### src/rtl/shifter_pkg.sv
// rtl/shifter_pkg.sv - shared mode encodings and per-stage move helper for the barrel shifter
package shifter_pkg;

    localparam logic [1:0] MODE_ROL = 2'b00;
    localparam logic [1:0] MODE_ROR = 2'b01;
    localparam logic [1:0] MODE_SLL = 2'b10;
    localparam logic [1:0] MODE_SRL = 2'b11;

    // Widest data path the helper supports; narrower widths use the low bits.
    localparam int MAX_W = 64;

    // Move the low w bits of d by sh positions; rotates wrap, shifts zero-fill.
    function automatic logic [MAX_W-1:0] stage_move(
        input logic [MAX_W-1:0] d,
        input int               w,
        input int               sh,
        input logic [1:0]       mode
    );
        logic [MAX_W-1:0] mask;
        logic [MAX_W-1:0] dm;
        logic [MAX_W-1:0] r;
        mask = (w >= MAX_W) ? '1 : ((MAX_W'(1) << w) - MAX_W'(1));
        dm   = d & mask;
        r    = dm;
        case (mode)
            MODE_ROL: r = (dm << sh) | (dm >> (w - sh));
            MODE_ROR: r = (dm >> sh) | (dm << (w - sh));
            MODE_SLL: r = dm << sh;
            MODE_SRL: r = dm >> sh;
        endcase
        return r & mask;
    endfunction

endpackage

### src/rtl/barrel_stage.sv
// rtl/barrel_stage.sv - one 2^K move of the barrel shifter plus its pipeline register
module barrel_stage
    import shifter_pkg::*;
#(
    parameter int WIDTH = 16,
    parameter int SHW   = $clog2(WIDTH),
    parameter int K     = 0
) (
    input  logic             clk,
    input  logic             rst,
    input  logic             i_advance,
    input  logic             i_valid,
    input  logic [WIDTH-1:0] i_data,
    input  logic [1:0]       i_mode,
    input  logic [SHW-1:0]   i_amt,
    output logic             o_valid,
    output logic [WIDTH-1:0] o_data,
    output logic [1:0]       o_mode,
    output logic [SHW-1:0]   o_amt,
    output logic             o_zero_next
);

    // Amount bits at or below K are consumed here; only the higher bits travel on.
    localparam logic [SHW-1:0] AMT_KEEP = {SHW{1'b1}} << (K + 1);

    logic [WIDTH-1:0] w_moved;
    logic             r_valid;
    logic [WIDTH-1:0] r_data;
    logic [1:0]       r_mode;
    logic [SHW-1:0]   r_amt;

    assign w_moved     = i_amt[K] ? WIDTH'(stage_move(MAX_W'(i_data), WIDTH, 1 << K, i_mode))
                                  : i_data;
    assign o_zero_next = (w_moved == '0);

    // Stage register: loads on advance, otherwise holds (global stall).
    always_ff @(posedge clk) begin
        if (rst) begin
            r_valid <= 1'b0;
            r_data  <= '0;
            r_mode  <= '0;
            r_amt   <= '0;
        end else if (i_advance) begin
            r_valid <= i_valid;
            r_data  <= w_moved;
            r_mode  <= i_mode;
            r_amt   <= i_amt & AMT_KEEP;
        end
    end

    assign o_valid = r_valid;
    assign o_data  = r_data;
    assign o_mode  = r_mode;
    assign o_amt   = r_amt;

endmodule

### src/rtl/pipelined_barrel_shifter.sv
// rtl/pipelined_barrel_shifter.sv - pipelined rotate/shift unit with valid/ready handshakes
module pipelined_barrel_shifter
    import shifter_pkg::*;
#(
    parameter int WIDTH = 16,
    parameter int SHW   = $clog2(WIDTH)
) (
    input  logic             clk,
    input  logic             rst,
    input  logic             in_valid,
    output logic             in_ready,
    input  logic [WIDTH-1:0] in_data,
    input  logic [SHW-1:0]   in_amt,
    input  logic [1:0]       in_mode,
    output logic             out_valid,
    input  logic             out_ready,
    output logic [WIDTH-1:0] out_data,
    output logic             out_zero
);

    logic             w_valid     [0:SHW];
    logic [WIDTH-1:0] w_data      [0:SHW];
    logic [1:0]       w_mode      [0:SHW];
    logic [SHW-1:0]   w_amt       [0:SHW];
    logic             w_zero_next [0:SHW-1];
    logic             w_advance;
    logic             r_out_zero;

    // Whole pipeline moves together whenever the result slot is empty or being taken.
    assign w_advance = !w_valid[SHW] || out_ready;
    assign in_ready  = w_advance;

    assign w_valid[0] = in_valid;
    assign w_data[0]  = in_data;
    assign w_mode[0]  = in_mode;
    assign w_amt[0]   = in_amt;

    for (genvar k = 0; k < SHW; k++) begin : g_stage
        barrel_stage #(
            .WIDTH (WIDTH),
            .SHW   (SHW),
            .K     (k)
        ) u_stage (
            .clk         (clk),
            .rst         (rst),
            .i_advance   (w_advance),
            .i_valid     (w_valid[k]),
            .i_data      (w_data[k]),
            .i_mode      (w_mode[k]),
            .i_amt       (w_amt[k]),
            .o_valid     (w_valid[k+1]),
            .o_data      (w_data[k+1]),
            .o_mode      (w_mode[k+1]),
            .o_amt       (w_amt[k+1]),
            .o_zero_next (w_zero_next[k])
        );
    end

    // Zero flag registered alongside the final stage, forced low for bubbles.
    always_ff @(posedge clk) begin
        if (rst) begin
            r_out_zero <= 1'b0;
        end else if (w_advance) begin
            r_out_zero <= w_zero_next[SHW-1] && w_valid[SHW-1];
        end
    end

    assign out_valid = w_valid[SHW];
    assign out_data  = w_data[SHW];
    assign out_zero  = r_out_zero;

endmodule

### config.mk
export PLATFORM = sky130hd
export DESIGN_NAME = pipelined_barrel_shifter
export DESIGN_NICKNAME = d
export VERILOG_FILES = /design/src/rtl/shifter_pkg.sv /design/src/rtl/barrel_stage.sv /design/src/rtl/pipelined_barrel_shifter.sv
export SDC_FILE = /design/constraint.sdc
export NUM_CORES = 1
export LEC_CHECK = 0
export ABC_AREA = 1
export CAP_MARGIN = 20
export CORE_MARGIN = 5
export CORE_UTILIZATION = 48
export DETAILED_ROUTE_END_ITERATION = 10
export DONT_BUFFER_PORTS = 1
export PLACE_DENSITY_LB_ADDON = 0.12
export RECOVER_POWER = 50
export SLEW_MARGIN = 20
export SYNTH_ARGS = -nofsm -noshare
export SYNTH_HDL_FRONTEND = slang
export SYNTH_SLANG_ARGS = --single-unit
export TNS_END_PERCENT = 10
### constraint.sdc
create_clock -name clk -period 1.58 [get_ports clk]
set_input_delay 0.237 -clock clk [delete_from_list [all_inputs] [get_ports clk]]
set_output_delay 0.237 -clock clk [all_outputs]
set_load 0.01 [all_outputs]
==> results of run 1 <==
## cells in the mapped netlist, drive strengths merged
cell      n
inv      60
o211ai   13
o22ai     1
a21oi    69
dfxtp    81
nor3b     1
o21bai    9
nand2    89
clkbuf   21
clkinv    5
nand3    12
o21ai   127
buf      23
a31oi    35
nor2     31
## through the flow
step / utilization, % / total power [W] / cells / setup slack, ns
final: 52.2 / 0.00448 / 666 / 0.211
after global placement: 49.5 / 0.00288 / 650 / 0.279
after floorplan: - / 0.00275 / 577 / 0.413
after detailed placement: 49.5 / 0.00289 / 650 / 0.248
after global routing: 52.2 / 0.00471 / 666 / 0.131
after CTS: 52.2 / 0.00451 / 666 / 0.194
## worst min-delay path by stage
stage              start                     endpoint  slack (ns)
2_1_floorplan        rst                     out_zero        0.30
3_3_place_gp         rst                     out_zero        0.30
3_5_place_dp         rst                     out_zero        0.30
4_1_cts        in_amt[2]  g_stage[0].u_stage.o_amt[2]        0.01
5_1_grt        in_amt[2]  g_stage[0].u_stage.o_amt[2]        0.02
6_report       in_amt[2]  g_stage[0].u_stage.o_amt[2]        0.02
## layer usage
| metal | vias to the layer above | wire length (um) | track usage, % |
|---|---|---|---|
| met5 | - | 0 | 0 |
| met1 | 1653 | 4450 | 26.1 |
| met4 | 0 | 161 | 6.54 |
| met2 | 102 | 4600 | 32.5 |
| li1 | 1916 | - | - |
| met3 | 15 | 539 | 3.79 |
## worst max-delay path, delay by kind of cell (launching register included)
family                 cells  cell delay, ns
buffers and inverters      1            0.29
and+or+nand+nor            1            0.12
DFF                        1            0.37
## logic make-up (layout without fill, tap and decap cells)
family / after synthesis / in the layout / share of synthesized area [%]
and+or+nand+nor: 133 / 133 / 13.4
DFF: 81 / 81 / 40.6
AOI/OAI and AO/OA: 254 / 254 / 34.6
buffers and inverters: 109 / 93 / 11.4
## power groups by stage
stage / Clock, W / Sequential, W / Combinational, W
4_1_cts: 0.00166 / 0.00232 / 0.000530
6_report: 0.00164 / 0.00232 / 0.000528
3_3_place_gp: 0 / 0.00237 / 0.000514
2_1_floorplan: 0 / 0.00232 / 0.000430
3_5_place_dp: 0 / 0.00237 / 0.000523
5_1_grt: 0.00176 / 0.00234 / 0.000611
## cell type report
class	instances	area, um2
Inverter	65	245
Clock inverter	5	81.3
Multi-Input combinational cell	387	1920
Sequential cell	81	1620
Fill cell	848	3910
Clock buffer	10	128
Timing Repair Buffer	13	138
Tap cell	105	131
## registers in the layout (all words and copies together) (netlist names)
register and count:
g_stage.u_stage.o_amt 6, out_zero 1, g_stage.u_stage.o_valid 4, g_stage.u_stage.o_data 64, g_stage.u_stage.o_mode 6
==> impl_metrics.tcl, run 1 <==
set metrics [dict create \
    status "complete, no violations" \
    grt_start_max_net_pins 107 \
    seqPwrFrac_pct 51.7 \
    cts_buffer_depth 2 \
    holdPathStages 2 \
    p_leak_nw 1.84 \
    internal-power_w 0.00327 \
    htreeDepth 3 \
    crit_required_ns 1.34 \
    max_stage_delay_ns 0.37 \
    worstSetupPathType "reg -> out" \
    startpoint "g_stage[3].u_stage.o_valid" \
    syn_area_um2 3990 \
    fin_area_um2 4270 \
    syn-mean-instance-area_um2 6.92 \
    drt_iter0_drc 212 \
    rsz0062_at_grt "no" \
    cts.sinks 81 \
    viasPerCell 5.53 \
    r2r_end "out_zero" \
    area_delta_synth_final_pct 6.89 \
    p_per_area_nw_per_um2 1050 \
    cts_resized 0 \
    vias 3686 \
    post_dp_cell_area_um2 4050 \
    r2r_start "g_stage[2].u_stage.o_amt[3]" \
    yosysWarnings 0 \
    cts_setup_buffers 0 \
    die_y_um 101 \
    clk_latency_ns 0.35 \
    initial_core_util_pct 48.8 \
    drc 0 \
    syn_nets 603 \
    worst_slew_pin_slew_ns 0.566 \
    track_usage_pct 19.8 \
    switchingPower_w 0.00122 \
    wl_mm 9.75 \
    post-synth-top-area-cell "dfxtp_1" \
    slew_violations 0 \
    root_buffer "clkbuf_8" \
    layout.nets 583 \
    die_w_um 101 \
    hold-worst-slack_ns 0.0151 \
    core-area_um2 8180 \
    cp_slowest_cell "dfxtp_1" \
    fin_skew_ns 0.0107 \
    hold_class "in -> reg" \
    synth_top_area_share_pct 40.6 \
    slew_headroom_pct 62.2 \
    worst_ep_arrival_time_ns 1.13 \
    rows 33 \
    ant_nets 0 \
    end_kind "output pin" \
    start_kind "flip-flop" \
    seq_area_frac_synth_pct 40.6 \
    netlist-cell-type-count 23 \
    fin_tns_setup_ns 0 \
    swShare_pct 27.2 \
    cts-hold-fix-buffers 1 \
    period_minus_slack_ns 1.37 \
    syn_inst 577 \
    cts_buffers 9 \
    drv_cap 0 \
    grt_pass1_vias 3415 \
    gp_congestion 0.855 \
    die_area_um2 10200 \
    power_frac_clock_pct 36.5 \
    clk_pin_slew_worst_paths_ns 0.08 \
    hpwlAfterDp_mm 6.71 \
    hold_viol 0 \
    endpoint "in_ready" \
    rr_worst_depth 10 \
    dr.pass1.iters 5 \
    drive_gt1_share_pct 6.95 \
    power_frac_comb_pct 11.8 \
    ys_top_cells_by_area "dfxtp_1 (41%), o21ai_0 (16%), a21oi_1 (8.3%)" \
    vdd.ir_drop.worst_mv 0.508 \
    setup_violations 0 \
    worstPathCellList "nand2_4 > buf_4" \
    max_freq_mhz 731 \
    num_io_pins 45 \
    layout_common_cells "o21ai_0 (126), nand2_1 (82), dfxtp_1 (81)" \
    diodes 0 \
    critical_path.max_fanout 29 \
    wl_per_cell_um 14.6 \
    r2r_slack_ns 0.28 \
    grt.overflow.total 0 \
    cts_tree "done" \
    layout_commonest_cell "o21ai_0" \
    antenna_found_initial 0 \
    numPortBuffers 0 \
    synth-seq-cells 81 \
    grt_pass1_wl_mm 16.4 \
    fin_crit_sh_pct 86.6 \
]
Power figures use the tool's default switching activity.
==> run 2, diff against run 1 <==
--- a/config.mk
+++ b/config.mk
@@ -16,5 +16,6 @@
 export SLEW_MARGIN = 20
 export SYNTH_ARGS = -nofsm -noshare
 export SYNTH_HDL_FRONTEND = slang
+export SYNTH_HIERARCHICAL = 1
 export SYNTH_SLANG_ARGS = --single-unit
 export TNS_END_PERCENT = 10
==> run 2 against run 1 <==
Against the previous run:
- hold slack gained 0.0054 ns
- clock power down 7%
- register-to-register slack worse by 0.13 ns
- synthesized area grew 16%
- power rose by 3.1%
- final cell count grew 25%
- die area increased by 15%
- sequential share of layout area shrank 4.3 points
- critical endpoint unchanged
- highest routed layer unchanged
==> impl_metrics.tcl, run 2 <==
set metrics [dict create \
    hold-worst-slack_ns 0.0205 \
    p_leak_nw 2.28 \
    htreeDepth 3 \
    die_area_um2 11700 \
    worst_slew_pin_slew_ns 0.500 \
    cts_buffer_depth 2 \
    internal-power_w 0.00324 \
    antenna_found_initial 0 \
    layout_commonest_cell "nand2_1" \
    grt_pass1_vias 3853 \
    largest_reg_flops 64 \
    nFillCells 1019 \
    dr.pass1.iters 5 \
    switchingPower_w 0.00139 \
    die_w_um 108 \
    drv_cap 0 \
    track_usage_pct 19.0 \
    area_delta_synth_final_pct 3.99 \
    wl_met3_um 465 \
    fin_skew_ns 0.0101 \
    syn_area_um2 4640 \
    setup_slack_ns 0.0978 \
    slew_headroom_pct 66.6 \
    slew_violations 0 \
    holdPathStages 3 \
    cts.sinks 81 \
    power_frac_clock_pct 33.1 \
    num_io_pins 45 \
    cts_buffers 9 \
    cp_top_family "buffers and inverters" \
    core-area_um2 9590 \
    syn_nets 738 \
    drt_iter0_drc 190 \
    grt_pass1_wl_mm 18.0 \
    ant_nets 0 \
    r2r_start "g_stage[2].u_stage/o_amt[3]" \
    r2r_end "out_zero" \
    power_frac_comb_pct 15.5 \
    max_stage_delay_ns 0.33 \
    vias 4125 \
    cp_slowest_cell "dfxtp_1" \
    critical_path.max_fanout 16 \
    post-place-ws_ns 0.118 \
    min_from "rst" \
    worst_ep_arrival_time_ns 1.25 \
    critical_path_buf_inv_count 3 \
    yosysWarnings 6 \
    grt.overflow.total 0 \
    drive_gt1_share_pct 12.7 \
    initial_core_util_pct 48.4 \
    cts_tree "done" \
    hold_viol 0 \
    worstSetupPathType "reg -> out" \
    hpwlAfterDp_mm 8.06 \
    gp_congestion 0.867 \
    numPortBuffers 0 \
    swShare_pct 30.0 \
    highest_layer "met4" \
    rr_worst_depth 12 \
    wl_mm 10.7 \
    root_buffer "clkbuf_8" \
    die_y_um 108 \
    p_per_area_nw_per_um2 957 \
    fin_crit_sh_pct 93.8 \
    grt_start_max_net_pins 55 \
    rsz0062_at_grt "yes" \
    whs_endpoint "g_stage[3].u_stage/o_data[13]" \
    wl_met2_mm 5.07 \
    crit_required_ns 1.34 \
    end_kind "output pin" \
    clk_latency_ns 0.35 \
    setup_violations 0 \
    drc 0 \
    layout.nets 721 \
    hold_class "in -> reg" \
    syn_inst 712 \
    start_kind "flip-flop" \
    viasPerCell 4.95 \
    r2r_slack_ns 0.15 \
    syn-mean-instance-area_um2 6.52 \
    status "complete, no violations" \
    wl_met1_mm 5.00 \
    period_minus_slack_ns 1.48 \
    rows 36 \
    worstPathCellList "inv_1 > nor2_2 > clkinv_4 > clkbuf_2" \
    wl_per_cell_um 12.8 \
    vdd.ir_drop.worst_mv 0.384 \
    layout_common_cells "nand2_1 (173), nor2_1 (99), dfxtp_1 (78)" \
    max_freq_mhz 675 \
    diodes 0 \
    clk_pin_slew_worst_paths_ns 0.09 \
    seqPwrFrac_pct 51.4 \
]
[run 2: how the worst max path moves through the flow]
stage,from,endpoint,depth (start not counted)
after floorplan,g_stage[3].u_stage/o_valid,g_stage[3].u_stage/o_data[2],8
after global placement,g_stage[3].u_stage/o_valid,g_stage[2].u_stage/o_mode[0],6
after detailed placement,g_stage[2].u_stage/o_mode[0],out_zero,12
after CTS,g_stage[3].u_stage/o_valid,in_ready,4
after global routing,g_stage[2].u_stage/o_mode[1],out_zero,12
final,g_stage[3].u_stage/o_valid,in_ready,4
[run 2: area by class of cell]
type	count	area, um2	area share, %
clock buffer	9	124	2.56
inverter	61	248	5.13
multi-input combinational	525	2450	50.7
timing repair buffer	17	140	2.90
clock inverter	7	76.3	1.58
sequential	81	1630	33.7
tap	133	166	3.45
[run 2: per-stage QoR]
| stage | power [W] | cell area, um2 | TNS, ns | utilization, % | std cells |
|---|---|---|---|---|---|
| final | 0.00462 | 4830 | 0 | 50.3 | 833 |
| after detailed placement | 0.00314 | 4590 | 0 | 47.9 | 810 |
| after CTS | 0.00467 | 4810 | 0 | 50.1 | 827 |
| after floorplan | 0.00301 | 4640 | 0 | - | 712 |
| after global placement | 0.00312 | 4590 | 0 | 47.9 | 810 |
| after global routing | 0.00489 | 4830 | -0.00211 | 50.3 | 833 |
[run 2: metal layers]
layer	global-route usage, %	up-vias
met3	4.24	14
met2	32.1	83
li1	-	2202
met1	24.3	1826
met5	0	-
met4	5.50	0
[run 2: worst reg2reg max path, delay by kind of cell, from the launching register on]
| family | cells | cell delay, ns |
|---|---|---|
| AOI/OAI and AO/OA | 1 | 0.14 |
| and+or+nand+nor | 8 | 0.63 |
| DFF | 1 | 0.34 |
| buffers and inverters | 3 | 0.27 |
[run 2: power by group through the flow]
stage               clock network, W  logic (W)  registers, W
floorplan                          0   0.000653       0.00236
global placement                   0   0.000701       0.00242
detailed placement                 0   0.000715       0.00243
CTS                          0.00158   0.000722       0.00238
global route                 0.00165   0.000835       0.00240
finish                       0.00153   0.000717       0.00238
[run 2: repair_timing]
item	4_1_cts	5_1_grt
cloned	0	0
gates resized for setup	1	4
setup buffers	0	6
endpoints found under the hold margin	1	0
endpoints found under the setup margin	1	2
hold buffers	1	0
==> run 3, diff against run 2 <==
--- a/config.mk
+++ b/config.mk
@@ -13,6 +13,7 @@
 export DONT_BUFFER_PORTS = 1
 export PLACE_DENSITY_LB_ADDON = 0.12
 export RECOVER_POWER = 50
+export SKIP_CTS_REPAIR_TIMING = 1
 export SLEW_MARGIN = 20
 export SYNTH_ARGS = -nofsm -noshare
 export SYNTH_HDL_FRONTEND = slang
==> run 3 against run 2 <==
Against the previous run:
- routed wire length about the same
- register-to-register slack about the same
- largest power group unchanged
- utilization decreased by 0.38 points
- die area unchanged
- largest cell class unchanged
- sequential share of layout area increased by 0.26 points
- highest routed layer unchanged
- clock skew increased by 0.0012 ns
- power about the same
- global-route usage about the same
- fmax increased by 2.1%
==> impl_metrics.tcl, run 3 (synthesis results as in run 2) <==
set metrics [dict create \
    root_buffer "clkbuf_8" \
    start_kind "flip-flop" \
    gp_congestion 0.867 \
    antenna_found_initial 0 \
    grt_start_max_net_pins 55 \
    cp_top_family "buffers and inverters" \
    die_y_um 108 \
    clk_latency_ns 0.35 \
    vdd.ir_drop.worst_mv 0.384 \
    cts_buffer_depth 2 \
    max_freq_mhz 689 \
    max_stage_delay_ns 0.33 \
    wl_per_cell_um 12.9 \
    layout_commonest_cell "nand2_1" \
    initial_core_util_pct 48.4 \
    htreeDepth 3 \
    wl_mm 10.7 \
    critical_path.max_fanout 16 \
    p_leak_nw 2.26 \
    vias 4111 \
    slew_headroom_pct 66.6 \
    post-place-ws_ns 0.118 \
    setup_violations 0 \
    critical_path_buf_inv_count 3 \
    cp.depth 4 \
    die_w_um 108 \
    crit_required_ns 1.34 \
    dr.pass1.iters 5 \
    die_area_um2 11700 \
    holdPathStages 2 \
    hold-worst-slack_ns 0.0215 \
    worstPathCellList "inv_1 > nor2_2 > inv_4 > buf_4" \
    power_w 0.00462 \
    cts_tree "done" \
    drv_cap 0 \
    hpwlAfterDp_mm 8.06 \
    fin_crit_sh_pct 91.8 \
    ant_nets 0 \
    num_io_pins 45 \
    drt_iter0_drc 217 \
    largest_reg_flops 64 \
    end_kind "output pin" \
    worstSetupPathType "reg -> out" \
    setup_slack_ns 0.129 \
    layout.nets 715 \
    rr_worst_depth 12 \
    cts_buffers 9 \
    viasPerCell 4.97 \
    cts.sinks 81 \
    slew_violations 0 \
    layout_common_cells "nand2_1 (173), nor2_1 (99), dfxtp_1 (78)" \
    hold_viol 0 \
    p_per_area_nw_per_um2 964 \
    core-area_um2 9590 \
    grt_pass1_vias 3847 \
    cp_slowest_cell "dfxtp_1" \
    fin_tns_setup_ns 0 \
    final_util_pct 50.0 \
    grt.overflow.total 0 \
    track_usage_pct 19.0 \
    drc 0 \
    numPortBuffers 0 \
    area_delta_synth_final_pct 3.21 \
    drive_gt1_share_pct 12.0 \
    status "complete, no violations" \
    hold_class "in -> reg" \
    clk_pin_slew_worst_paths_ns 0.09 \
    rows 36 \
    fin_skew_ns 0.0113 \
    worst_slew_pin_slew_ns 0.500 \
    period_minus_slack_ns 1.45 \
    worst_ep_arrival_time_ns 1.21 \
    grt_pass1_wl_mm 18.0 \
    rsz0062_at_grt "yes" \
    diodes 0 \
]
run 3: worst paths after layout:
check                                                  from                     endpoint  slack (ns)
worst max-delay path             g_stage[3].u_stage/o_valid                     in_ready        0.13
worst min-delay path                              in_amt[1]  g_stage[0].u_stage/o_amt[1]        0.02
worst max register to register  g_stage[2].u_stage/o_amt[3]                     out_zero        0.15
worst min register to register   g_stage[2].u_stage/o_valid   g_stage[3].u_stage/o_valid        0.48
run 3: cell type report:
cell class	count	area (um2)
Inverter	61	245
Multi-Input combinational cell	525	2450
Timing Repair Buffer	11	106
Clock buffer	9	124
Clock inverter	7	76.3
Fill cell	1021	4800
Tap cell	133	166
Sequential cell	81	1630
run 3: metal layers:
metal / vias to the layer above / GRT usage (%) / routed length [um]
li1: 2190 / - / -
met1: 1831 / 24.3 / 5040
met2: 76 / 32.1 / 5070
met3: 14 / 4.24 / 421
met4: 0 / 5.50 / 154
met5: - / 0 / 0
run 3: power breakdown:
group          internal, W  switching [W]
combinational     0.000295       0.000419
sequential         0.00220       0.000175
clock             0.000741       0.000791
total              0.00324        0.00138
run 3: metrics by stage:
stage	cell area [um2]	cells
global route	4790	827
finish	4790	827
global placement	4590	810
floorplan	4640	712
CTS	4790	826
detailed placement	4590	810
run 3: worst reg2reg max path, delay by kind of cell (launching register included):
kind,cells,cell delay (ns)
compound gates,1,0.14
simple gates,8,0.63
buf+inv,3,0.27
flops,1,0.34
